===== config.mk =====
export PLATFORM = sky130hd
export DESIGN_NAME = gpu_net_endpoint
export DESIGN_NICKNAME = d
export VERILOG_FILES = /design/src/rtl/gpu_net_endpoint.sv
export SDC_FILE = /design/constraint.sdc
export NUM_CORES = 1
export LEC_CHECK = 0
export ABC_AREA = 1
export CAP_MARGIN = 10
export CORE_MARGIN = 2
export CORE_UTILIZATION = 35
export CTS_CLUSTER_DIAMETER = 80
export CTS_CLUSTER_SIZE = 24
export DETAILED_ROUTE_END_ITERATION = 7
export PLACE_DENSITY = 0.52
export SLEW_MARGIN = 0
export SYNTH_ARGS = -nofsm -noshare
export SYNTH_HDL_FRONTEND = slang
export SYNTH_HIERARCHICAL = 1
export SYNTH_SLANG_ARGS = --single-unit
export TNS_END_PERCENT = 30

===== constraint.sdc =====
create_clock -name ACLK -period 4 [get_ports ACLK]
set_clock_uncertainty 0.2 [all_clocks]
set_input_delay 1 -clock ACLK [delete_from_list [all_inputs] [get_ports ACLK]]
set_output_delay 1 -clock ACLK [all_outputs]
set_load 0.005 [all_outputs]

===== src/rtl/gpu_net_endpoint.sv =====
// NoC endpoint for one GPU. Link flits are routed to the local RX queue, the
// one-entry forward slot, or both. GPU flits share the registered link output with forwarded traffic.

module gpu_net_endpoint_fifo #(
   parameter int DEPTH = 4,
   parameter int W     = 16
) (
   input  logic         ACLK,
   input  logic         ARESETn,
   input  logic         push,
   input  logic         pop,
   input  logic [W-1:0] din,
   output logic [W-1:0] head,
   output logic         full,
   output logic         empty
);
   localparam int AW = $clog2(DEPTH);

   logic [DEPTH-1:0][W-1:0] mem;
   logic [AW:0]             wr_ptr, rd_ptr;

   // The extra pointer MSB tells full apart from empty.
   assign empty = (wr_ptr == rd_ptr);
   assign full  = (wr_ptr[AW] != rd_ptr[AW]) && (wr_ptr[AW-1:0] == rd_ptr[AW-1:0]);
   assign head  = mem[rd_ptr[AW-1:0]];

   always_ff @(posedge ACLK or negedge ARESETn) begin
      if (!ARESETn) begin
         wr_ptr <= '0;
         rd_ptr <= '0;
         mem    <= '0;
      end else begin
         if (push) begin
            mem[wr_ptr[AW-1:0]] <= din;
            wr_ptr              <= wr_ptr + 1'b1;
         end
         if (pop)
            rd_ptr <= rd_ptr + 1'b1;
      end
   end
endmodule

module gpu_net_endpoint #(
   parameter logic [5:0] NODE_ID    = 6'd16,
   parameter int         FIFO_DEPTH = 4,
   parameter int         CNT_W      = 16
) (
   input  logic             ACLK,
   input  logic             ARESETn,
   input  logic [15:0]      gpu_tx_data,
   input  logic             gpu_tx_valid,
   output logic             gpu_tx_ready,
   output logic [15:0]      gpu_rx_data,
   output logic             gpu_rx_valid,
   input  logic             gpu_rx_ready,
   input  logic [15:0]      link_in_data,
   input  logic             link_in_valid,
   output logic             link_in_ready,
   output logic [15:0]      link_out_data,
   output logic             link_out_valid,
   input  logic             link_out_ready,
   output logic [CNT_W-1:0] tx_cnt,
   output logic [CNT_W-1:0] rx_cnt,
   output logic [CNT_W-1:0] fwd_cnt
);
   localparam logic [5:0] BCAST = 6'h3F;

   typedef struct packed {
      logic [5:0] dest;
      logic [9:0] payload;
   } flit_t;

   typedef enum logic {SRC_TX, SRC_FWD} src_e;

   flit_t       in_flit;
   logic        is_local, is_bcast;
   logic        lin_fire, rx_push, fwd_load, out_fire, can_load;
   logic        txq_full, txq_empty, rxq_full, rxq_empty;
   logic [15:0] txq_head;
   logic        fwd_valid;
   logic [15:0] fwd_data;
   logic        grant_tx, grant_fwd;
   src_e        out_src, prio;

   function automatic logic [CNT_W-1:0] sat_inc(input logic [CNT_W-1:0] c);
      return (&c) ? c : c + 1'b1;
   endfunction

   assign in_flit  = link_in_data;
   assign is_local = (in_flit.dest == NODE_ID);
   assign is_bcast = (in_flit.dest == BCAST);

   assign gpu_tx_ready  = !txq_full;
   assign gpu_rx_valid  = !rxq_empty;
   assign link_in_ready = !rxq_full && !fwd_valid;

   assign lin_fire = link_in_valid && link_in_ready;
   assign rx_push  = lin_fire && (is_local || is_bcast);
   assign fwd_load = lin_fire && !is_local;
   assign out_fire = link_out_valid && link_out_ready;
   assign can_load = !link_out_valid || link_out_ready;

   gpu_net_endpoint_fifo #(.DEPTH(FIFO_DEPTH), .W(16)) u_txq (
      .ACLK(ACLK), .ARESETn(ARESETn),
      .push(gpu_tx_valid && gpu_tx_ready), .pop(grant_tx), .din(gpu_tx_data),
      .head(txq_head), .full(txq_full), .empty(txq_empty)
   );

   gpu_net_endpoint_fifo #(.DEPTH(FIFO_DEPTH), .W(16)) u_rxq (
      .ACLK(ACLK), .ARESETn(ARESETn),
      .push(rx_push), .pop(gpu_rx_valid && gpu_rx_ready), .din(link_in_data),
      .head(gpu_rx_data), .full(rxq_full), .empty(rxq_empty)
   );

   // prio names the source that wins the next contended grant.
   always_comb begin
      grant_tx  = 1'b0;
      grant_fwd = 1'b0;
      if (can_load) begin
         if (fwd_valid && !txq_empty) begin
            if (prio == SRC_FWD) grant_fwd = 1'b1;
            else                 grant_tx  = 1'b1;
         end else if (fwd_valid) begin
            grant_fwd = 1'b1;
         end else if (!txq_empty) begin
            grant_tx = 1'b1;
         end
      end
   end

   always_ff @(posedge ACLK or negedge ARESETn) begin
      if (!ARESETn) begin
         fwd_valid      <= 1'b0;
         fwd_data       <= '0;
         link_out_valid <= 1'b0;
         link_out_data  <= '0;
         out_src        <= SRC_TX;
         prio           <= SRC_TX;
         tx_cnt         <= '0;
         rx_cnt         <= '0;
         fwd_cnt        <= '0;
      end else begin
         if (fwd_load) begin
            fwd_valid <= 1'b1;
            fwd_data  <= link_in_data;
         end else if (grant_fwd) begin
            fwd_valid <= 1'b0;
         end

         if (grant_fwd || grant_tx) begin
            link_out_valid <= 1'b1;
            link_out_data  <= grant_fwd ? fwd_data : txq_head;
            out_src        <= grant_fwd ? SRC_FWD : SRC_TX;
            prio           <= grant_fwd ? SRC_TX : SRC_FWD;
         end else if (out_fire) begin
            link_out_valid <= 1'b0;
         end

         if (out_fire && out_src == SRC_TX)  tx_cnt  <= sat_inc(tx_cnt);
         if (out_fire && out_src == SRC_FWD) fwd_cnt <= sat_inc(fwd_cnt);
         if (rx_push)                        rx_cnt  <= sat_inc(rx_cnt);
      end
   end
endmodule


==> summary by stage, run 1 <==
Yosys
The most common cell in the synthesized netlist is sky130_fd_sc_hd__nand2_1. Counting every net in the synthesized netlist gives 1510. Yosys mapped a number of flops with a built-in enable equal to 0. The number of warnings reported in the yosys synthesis log is 6.

In this run the biggest area consumer among cell types represents ~48% of the synthesized area. The proportion of synthesized flip-flops having asynchronous set or reset is between 90% and 100%. The area of the mapped netlist is 11760 um^2. The share of the yosys chip area belonging to registers is 47.65%. By count the netlist is led by 545 x sky130_fd_sc_hd__nand2_1, 224 x sky130_fd_sc_hd__dfrtp_1, 177 x sky130_fd_sc_hd__inv_1. In this run, synthesis produced a sequential element count of around 220. In the synthesized netlist the dominant register cell turns out to be sky130_fd_sc_hd__dfrtp_1. After synthesis, the mean cell area works out to 8.063 um^2.

The distinct cell type count of the synthesized netlist is 32. By area the synthesized netlist is led by sky130_fd_sc_hd__dfrtp_1 48%, sky130_fd_sc_hd__nand2_1 17%, sky130_fd_sc_hd__inv_1 5.6%. The cell accounting for the most synthesized area is sky130_fd_sc_hd__dfrtp_1.

After technology mapping, the gate count stands at 1459.

GRT
Entering global routing, the biggest net connects between 100 and 150 pins. After global routing the overflow that remains totals 0. The wire length of the first global-routing pass is between 40000 and 50000 um. The number of antenna violations at the first check in global routing is 1. The via count of the first global-routing pass came to approximately 9000. For this run, the total global-route usage over all layers was measured as around 17%.

Floorplan
The effective utilization at floorplan is 35.35%. The floorplan step defined a die boundary enclosing 35090 um^2. The area of the core is between 30000 and 40000 um^2.

During I/O placement, the number of pins put on the boundary was between 100 and 150. The width of the die is ~190 um. Measured along the y axis, the die boundary spans 187.3 um.

In this run the core area contains 67 standard-cell rows.

Setup path
The type of element capturing the critical path is an output port. The depth of the worst register-to-register path is 11. Among cell families on the critical path, the largest total delay comes from buffers and inverters.

The worst path buffer plus inverter count is 2. Of all nets on the critical path, the largest fanout is 33. The master of the slowest instance on the critical path is sky130_fd_sc_hd__dfrtp_1.

At the worst endpoint, the required time is about 2.8 ns. The capture point of the worst reg-to-reg path is u_rxq/mem[61]. The most numerous cell type found on the critical path is sky130_fd_sc_hd__nand2_1.

The signal arrival time at the worst endpoint is ~2.4 ns. The startpoint identified for the worst register-to-register timing path is u_rxq/rd_ptr[0]. The critical path goes through inv_4 > nand2_1 > nand2_1 > nand2_1 > nor2_1 > nor2_1 > clkdlybuf4s50_1.

The register-to-register setup slack is approximately 1.1 ns. The kind of critical path is register to output port. STA classifies the critical path startpoint as a register. The delay of the slowest cell on the worst path is between 0.5 and 0.6 ns.

Outcome
The flow ran to the end, and the final reports show no timing, DRC or antenna violations.

Finish
From synthesis to final layout, the design area changed by 16.36%. Of the cells placed in the final design, the portion with a size suffix greater than 1 is 8.509%. The final layout contains 1605 nets. For this run, the share of the core covered by cells in the final layout is approximately 40%. The antenna diode count is 0. Once layout is complete, the cells apart from fillers number approximately 2000.

Placed design
The pre-CTS setup slack is 0.7489 ns. The number of instances in the placed design is roughly 2000. At the end of routability-driven placement, the weighted congestion stood at ~0.81. The estimated wirelength of the detail-placed design is about 20000 um. The number of I/O port buffers is 121.

STA
The total count of hold-check failures in the final report is 0. Setup repair after global routing left no endpoint under its margin. The sum of negative setup slack is 0 ns. For the pin with the worst max-slew slack, the measured transition is roughly 0.96 ns.

The worst setup margin is 0.3664 ns. Timing would allow up to between 200 and 300 MHz. The final setup violation count is 0.

The final count of pins violating max slew is 0. The worst pin sits at a relative slew slack of a little over a third. The share of the clock period used by the worst path is about nine tenths.

The smallest clock period supported by the final layout is computed as about 3.6 ns.

Power and ir drop
Net switching is between 40% and 50% of the power. The worst ir drop on vdd is 0.0003017 V. The logic gate share of total power is approximately two fifths. The clock network burns 20.5% of the power. For this design the ratio of total power to cell area is about 640 nW/um^2. Of the total power, registers draw 39.5%. The internal power of the cells totals 5.235 mW. The leakage dissipation is between 6 and 7 nW. For this design the total switching power over the nets is approximately 3.5 mW.

Clock tree
The root buffer selected by CTS is sky130_fd_sc_hd__clkbuf_16. The register clock-pin slew on the reported worst setup and hold paths is about 0.09 ns. Once the clock tree was built, the resizer swapped 0 gates to a different size. The number of buffers created by CTS is 16. Hold repair after CTS inserted 0 buffers. The clock latency on the worst-skew pair is about 0.50 ns. TritonCTS built the clock tree.

The clock passes through at most 3 buffers. The post-CTS setup buffer count is 0. The H-tree level count is 1. Clock tree synthesis found a total of 224 sinks.

Route
The count of vias placed by the detailed router is approximately 9300. The initial detailed-routing violation count is slightly above 600. The remaining number of nets flagged by the antenna check after routing is 0. The detailed-route DRC error count is 0. The detailed-route wire length is slightly below 30000 um. In the routed layout, each cell is associated on average with a via count of 4.622. The average wire per standard cell is ~14 um. The total iterations of the first detailed-routing run is 5.

Worst hold path
In this run the most critical hold path is launched from link_out_data[3]. The sink of the worst hold path is link_out_data[3]. The path type of the worst min-delay path is register to register. The worst hold path was traced through 2 stages.

Run
The number of maximum-capacitance violations is 0.
## power groups by stage
stage | Combinational [mW] | Clock, mW | Sequential [mW]
CTS | 3.56 | 1.89 | 3.46
global route | 4.00 | 1.96 | 3.55
floorplan | 2.56 | 0 | 3.35
detailed placement | 3.54 | 0 | 3.51
global placement | 3.48 | 0 | 3.49
finish | 3.50 | 1.80 | 3.46
## metrics by stage
step	power (mW)	hold WS (ns)	area [um^2]
6_report	8.761	0.2882	13690
5_1_grt	9.506	0.3074	13690
4_1_cts	8.911	0.2911	13690
3_5_place_dp	7.051	0.2688	13120
3_3_place_gp	6.975	0.2647	13120
2_1_floorplan	5.912	0.2553	11760
## how the worst max path moves through the flow
stage	from	end	cells after the start
after global placement	link_in_data[11]	u_rxq/mem[51]	10
after global routing	u_rxq/rd_ptr[0]	link_in_ready	7
after detailed placement	link_in_data[15]	u_rxq/mem[60]	10
after floorplan	link_in_data[12]	u_rxq/mem[59]	10
after CTS	u_rxq/rd_ptr[0]	link_in_ready	7
final	u_rxq/rd_ptr[0]	link_in_ready	7
## registers in the layout, indices dropped and copies added, names as in the netlist, 16 cells and up
register       cells
u_rxq/mem         64
u_txq/mem         64
fwd_cnt           16
fwd_data          16
link_out_data     16
rx_cnt            16
tx_cnt            16
## worst register-to-register path, delay by kind of cell, from the launching register on
family | cells | cell delay [ns]
AO/OA/AOI/OAI | 1 | 0.07
flip-flops | 1 | 0.62
AND/OR/NAND/NOR | 8 | 1.25
buffers and inverters | 2 | 0.63
## kinds of logic (layout without fill, tap and decap cells)
logic type,Yosys count,count (layout),share of synthesized area [%]
simple gates,704,704,24.47
fa+ha+maj,13,13,1.383
buf+inv,241,345,10.70
compound gates,251,251,13.86
xor+xnor,26,26,1.936
flops,224,224,47.65
## layer usage
layer | track usage [%] | share of wire (%) | vias to the layer above
met5 | 0 | 0.045 | -
met4 | 3.236 | 1.3 | 2
met3 | 2.383 | 3.8 | 31
met2 | 28.20 | 47 | 134
met1 | 23.06 | 48 | 4370
li1 | - | - | 4758
## final cells by class
| class | instances | area [um^2] |
|---|---|---|
| inverters | 184 | 705.7 |
| clock inverters | 10 | 140.1 |
| well taps | 448 | 560.5 |
| multi-input cells | 994 | 4900 |
| fillers | 3421 | 19590 |
| flip-flops and latches | 224 | 5605 |
| clock buffers | 17 | 425.4 |
| repair buffers | 134 | 1351 |
## cell usage in the layout, fill, tap and decap left out, types with 3 or more instances in the layout
| cell type | n |
|---|---|
| sky130_fd_sc_hd__nor2_2 | 4 |
| sky130_fd_sc_hd__inv_2 | 3 |
| sky130_fd_sc_hd__nand4_1 | 17 |
| sky130_fd_sc_hd__ha_1 | 13 |
| sky130_fd_sc_hd__a21oi_1 | 16 |
| sky130_fd_sc_hd__clkinv_4 | 3 |
| sky130_fd_sc_hd__buf_12 | 3 |
| sky130_fd_sc_hd__nand3b_1 | 7 |
| sky130_fd_sc_hd__nand2_1 | 545 |
| sky130_fd_sc_hd__xnor2_1 | 14 |
| sky130_fd_sc_hd__clkbuf_16 | 17 |
| sky130_fd_sc_hd__o21ai_1 | 116 |
| sky130_fd_sc_hd__nor2_1 | 81 |
| sky130_fd_sc_hd__buf_4 | 10 |
| sky130_fd_sc_hd__o21ai_0 | 51 |
| sky130_fd_sc_hd__dfrtp_1 | 224 |
| sky130_fd_sc_hd__nand3_1 | 32 |
| sky130_fd_sc_hd__xor2_1 | 12 |
| sky130_fd_sc_hd__inv_1 | 177 |
| sky130_fd_sc_hd__nand2_2 | 5 |
| sky130_fd_sc_hd__clkdlybuf4s50_1 | 120 |
| sky130_fd_sc_hd__o211ai_2 | 33 |
| sky130_fd_sc_hd__nand2_4 | 8 |
| sky130_fd_sc_hd__o21ai_2 | 31 |
No activity file was read; power rests on OpenSTA's default activity.
==> run 2: changes to the inputs <==
- GPL_TIMING_DRIVEN: default -> 0
==> run 2 against run 1 <==
Effect of this change:
- power rose by 4.1%
- sequential share of layout area is 1.4 points lower
- worst setup slack improved by 0.31 ns
- critical endpoint is now gpu_rx_data[11]
- largest power group unchanged
- highest routed layer unchanged
==> summary by stage, run 2 (synthesis gave the netlist of run 1 again) <==
Setup path
STA classifies the critical path startpoint as a register. The delay of the slowest cell on the worst path is 0.51 ns (-0.03 ns). The depth of the worst register-to-register path is 14 (+3). Walking the worst path, the cells encountered are buf_6 > inv_6 > buf_6 > o211ai_2 > nand2_1 > clkdlybuf4s50_1. The register-to-register setup slack is 1.68 ns (+0.56 ns).

The reg-to-reg critical path startpoint is u_rxq/rd_ptr[0]. The endpoint identified for the worst register-to-register timing path is u_rxq/mem[26]. Counting stages on the worst path, the most repeated cell is sky130_fd_sc_hd__buf_6. The type of element capturing the critical path is an output port. The signal arrival time at the worst endpoint is 2.13 ns (-0.30 ns). The required arrival time at the worst endpoint was 2.80 ns (about the same). The master of the slowest instance on the critical path is sky130_fd_sc_hd__clkdlybuf4s50_1. The setup path with the least slack is of type register to output port. The biggest fanout along the worst timing path is 10 (-70%). The critical path starts at u_rxq/rd_ptr[1].

Finish
The final cell area excluding filler cells came to 14150 um^2 (+3.4%). Leaving out fill and tap cells, the most frequent cells in the layout are 545 x sky130_fd_sc_hd__nand2_1, 224 x sky130_fd_sc_hd__dfrtp_1, 177 x sky130_fd_sc_hd__inv_1. The synthesis-to-layout area growth is 20.33%. The antenna diode count came to 0 (unchanged). The fraction of final layout cells with drive strength greater than 1 came to 11.06% (+2.5 points). The library cell used most frequently in the layout, excluding fill and tap cells, is sky130_fd_sc_hd__nand2_1.

In the final layout, the registers with the most flip-flops are u_rxq/mem (64), u_txq/mem (64). The post-route non-filler standard cell count is 2058 (+2.3%). The post-layout utilization of the core came to 42.53% (+1.4 points). The number of nets at the end of the flow is 1651 (+2.9%).

GRT
The global-route met2 utilization came to 30.31% (+2.1 points). The wire length of the first global-routing pass came to 52280 um (+8.6%). The total routing usage reported by global routing is 18.42% (+1.7 points). The via count of the first global-routing pass came to 9468 (+4.9%).

The global routing met1 resource utilization is 25.98% (+2.9 points). The largest net degree at the start of global routing is 106 (-3.6%). The number of antenna violations at the first check in global routing is 1 (unchanged).

The highest-utilization routing layer at the global route stage is met2. The met3 track utilization from global routing is 2.552% (+0.17 points). The total overflow reported by the global router was 0 (unchanged).

Route
The detailed-route wire length is 31500 um (+9.1%). The remaining number of nets flagged by the antenna check after routing was 0 (unchanged). The total iterations of the first detailed-routing run is 5 (unchanged). The average wire per standard cell is 15.31 um (+6.6%).

The initial detailed-routing violation count is 654 (+7.9%). The count of vias placed by the detailed router is 9576 (+3.0%). The detailed-route DRC error count was 0 (unchanged). The via density per instance came to 4.653 (+0.67%).

Clock tree
The number of buffers created by CTS is 16 (unchanged). The register clock-pin slew on the reported worst setup and hold paths is 0.10 ns (about the same). The number of clock sinks is 224 (unchanged).

The tree is rooted in a sky130_fd_sc_hd__clkbuf_16. The clock latency on the worst-skew pair is 0.51 ns (about the same). The post-CTS setup buffer count is 0 (unchanged). The H-tree level count came to 1 (unchanged). The number of resized instances in the post-cts repair step came to 0 (unchanged). TritonCTS built the clock tree. The number of hold buffers added after CTS was 0 (unchanged). The number of buffers on the longest clock path is 3 (unchanged).

STA
The worst relative slew slack is 62.35% (+27 points). The worst setup margin is 0.6720 ns (+0.3056 ns). The maximum frequency from static timing analysis came to 300.5 MHz (+9.2%).

The slew at the pin with the worst max-slew slack is 0.5647 ns (-0.4003 ns). The final count of pins violating max slew was 0 (unchanged). The sum of negative setup slack is 0 ns (unchanged). The final setup violation count was 0 (unchanged). The total count of hold-check failures in the final report is 0 (unchanged). The final hold slack is 0.1827 ns (-0.1054 ns). Setup repair after global routing left no endpoint under its margin. The time the worst path needs with I/O delays and setup came to 3.328 ns (-0.3056 ns). The share of the clock period used by the worst path is 83.20% (-7.6 points).

Placed design
The number of instances in the placed design is 2030 (+2.3%). The number of I/O port buffers is 121 (unchanged). The cell area reported after detailed placement is 13600 um^2 (+3.6%). The pre-CTS setup slack is 0.8600 ns (+0.1110 ns).

The final weighted congestion of routability-driven global placement was 0.8367 (+2.8%). The estimated wirelength of the detail-placed design is 22980 um (+15%).

Floorplan
The width of the die is 187.3 um (unchanged). The effective utilization at floorplan was 35.35% (unchanged). The number of rows created at floorplan was 67 (unchanged). The height of the chip is 187.3 um (unchanged). The area of the core is 33280 um^2 (unchanged). The total die area was 35090 um^2 (unchanged). The top-level port count is 122 (unchanged).

Power and ir drop
The total power of the final layout is 9.124 mW (+4.1%). The worst ir drop on vdd is 0.0003007 V (-0.31%). The cell area power density was 644.6 nW/um^2 (+0.71%). The leakage dissipation is 6.855 nW (+3.8%).

Worst hold path
The path type of the worst min-delay path is input pin to asynchronous set/reset pin.

Run
The number of maximum-capacitance violations is 0 (unchanged).

Outcome
The flow ran to the end, and the final reports show no timing, DRC or antenna violations.
-- run 2: changes by cell type in the layout (fill, tap and decap cells not counted) --
cell / change
sky130_fd_sc_hd__buf_2: +7
sky130_fd_sc_hd__inv_6: +2
sky130_fd_sc_hd__buf_12: -3
sky130_fd_sc_hd__clkinv_8: -1
sky130_fd_sc_hd__clkinv_4: -3
sky130_fd_sc_hd__clkinvlp_4: +1
sky130_fd_sc_hd__clkbuf_1: +2
sky130_fd_sc_hd__buf_6: +40
sky130_fd_sc_hd__inv_8: +2
sky130_fd_sc_hd__buf_4: -2
sky130_fd_sc_hd__inv_12: -1
sky130_fd_sc_hd__clkinv_2: +1
sky130_fd_sc_hd__buf_16: +2
-- run 2: layout make-up --
class                   instances  area [um^2]
fillers                      3436        19130
repair buffers                123         1271
clock buffers                  17        425.4
flip-flops and latches        224         5605
multi-input cells             994         4900
plain buffers                  57        553.0
clock inverters                11        133.9
inverters                     184        705.7
well taps                     448        560.5
-- run 2: critical path, delay by kind of cell, from the launching register on --
kind	cells	cell delay [ns]
compound gates	1	0.11
buf+inv	4	1.01
flops	1	0.40
simple gates	1	0.12
-- run 2: worst max path at each step --
| stage | to | cells past startpoint |
|---|---|---|
| final | gpu_rx_data[11] | 6 |
| after global routing | link_in_ready | 8 |
| after CTS | gpu_rx_data[11] | 6 |
| after detailed placement | u_rxq/mem[29] | 12 |
| after global placement | u_txq/mem[35] | 1 |
| after floorplan | u_rxq/mem[59] | 10 |
-- run 2: power breakdown --
group          total [mW]  leakage (nW)  internal [mW]  switching (mW)
sequential           3.41          2.90           2.94           0.466
combinational        3.91          3.68           1.64            2.27
clock                1.80         0.269          0.887           0.917
total                9.12          6.85           5.47            3.66
-- run 2: per-layer routing --
layer	part of all wire, %	vias up
met3	3.7	28
met1	49	4533
met4	1.4	2
met5	0.041	-
met2	46	163
li1	-	4850
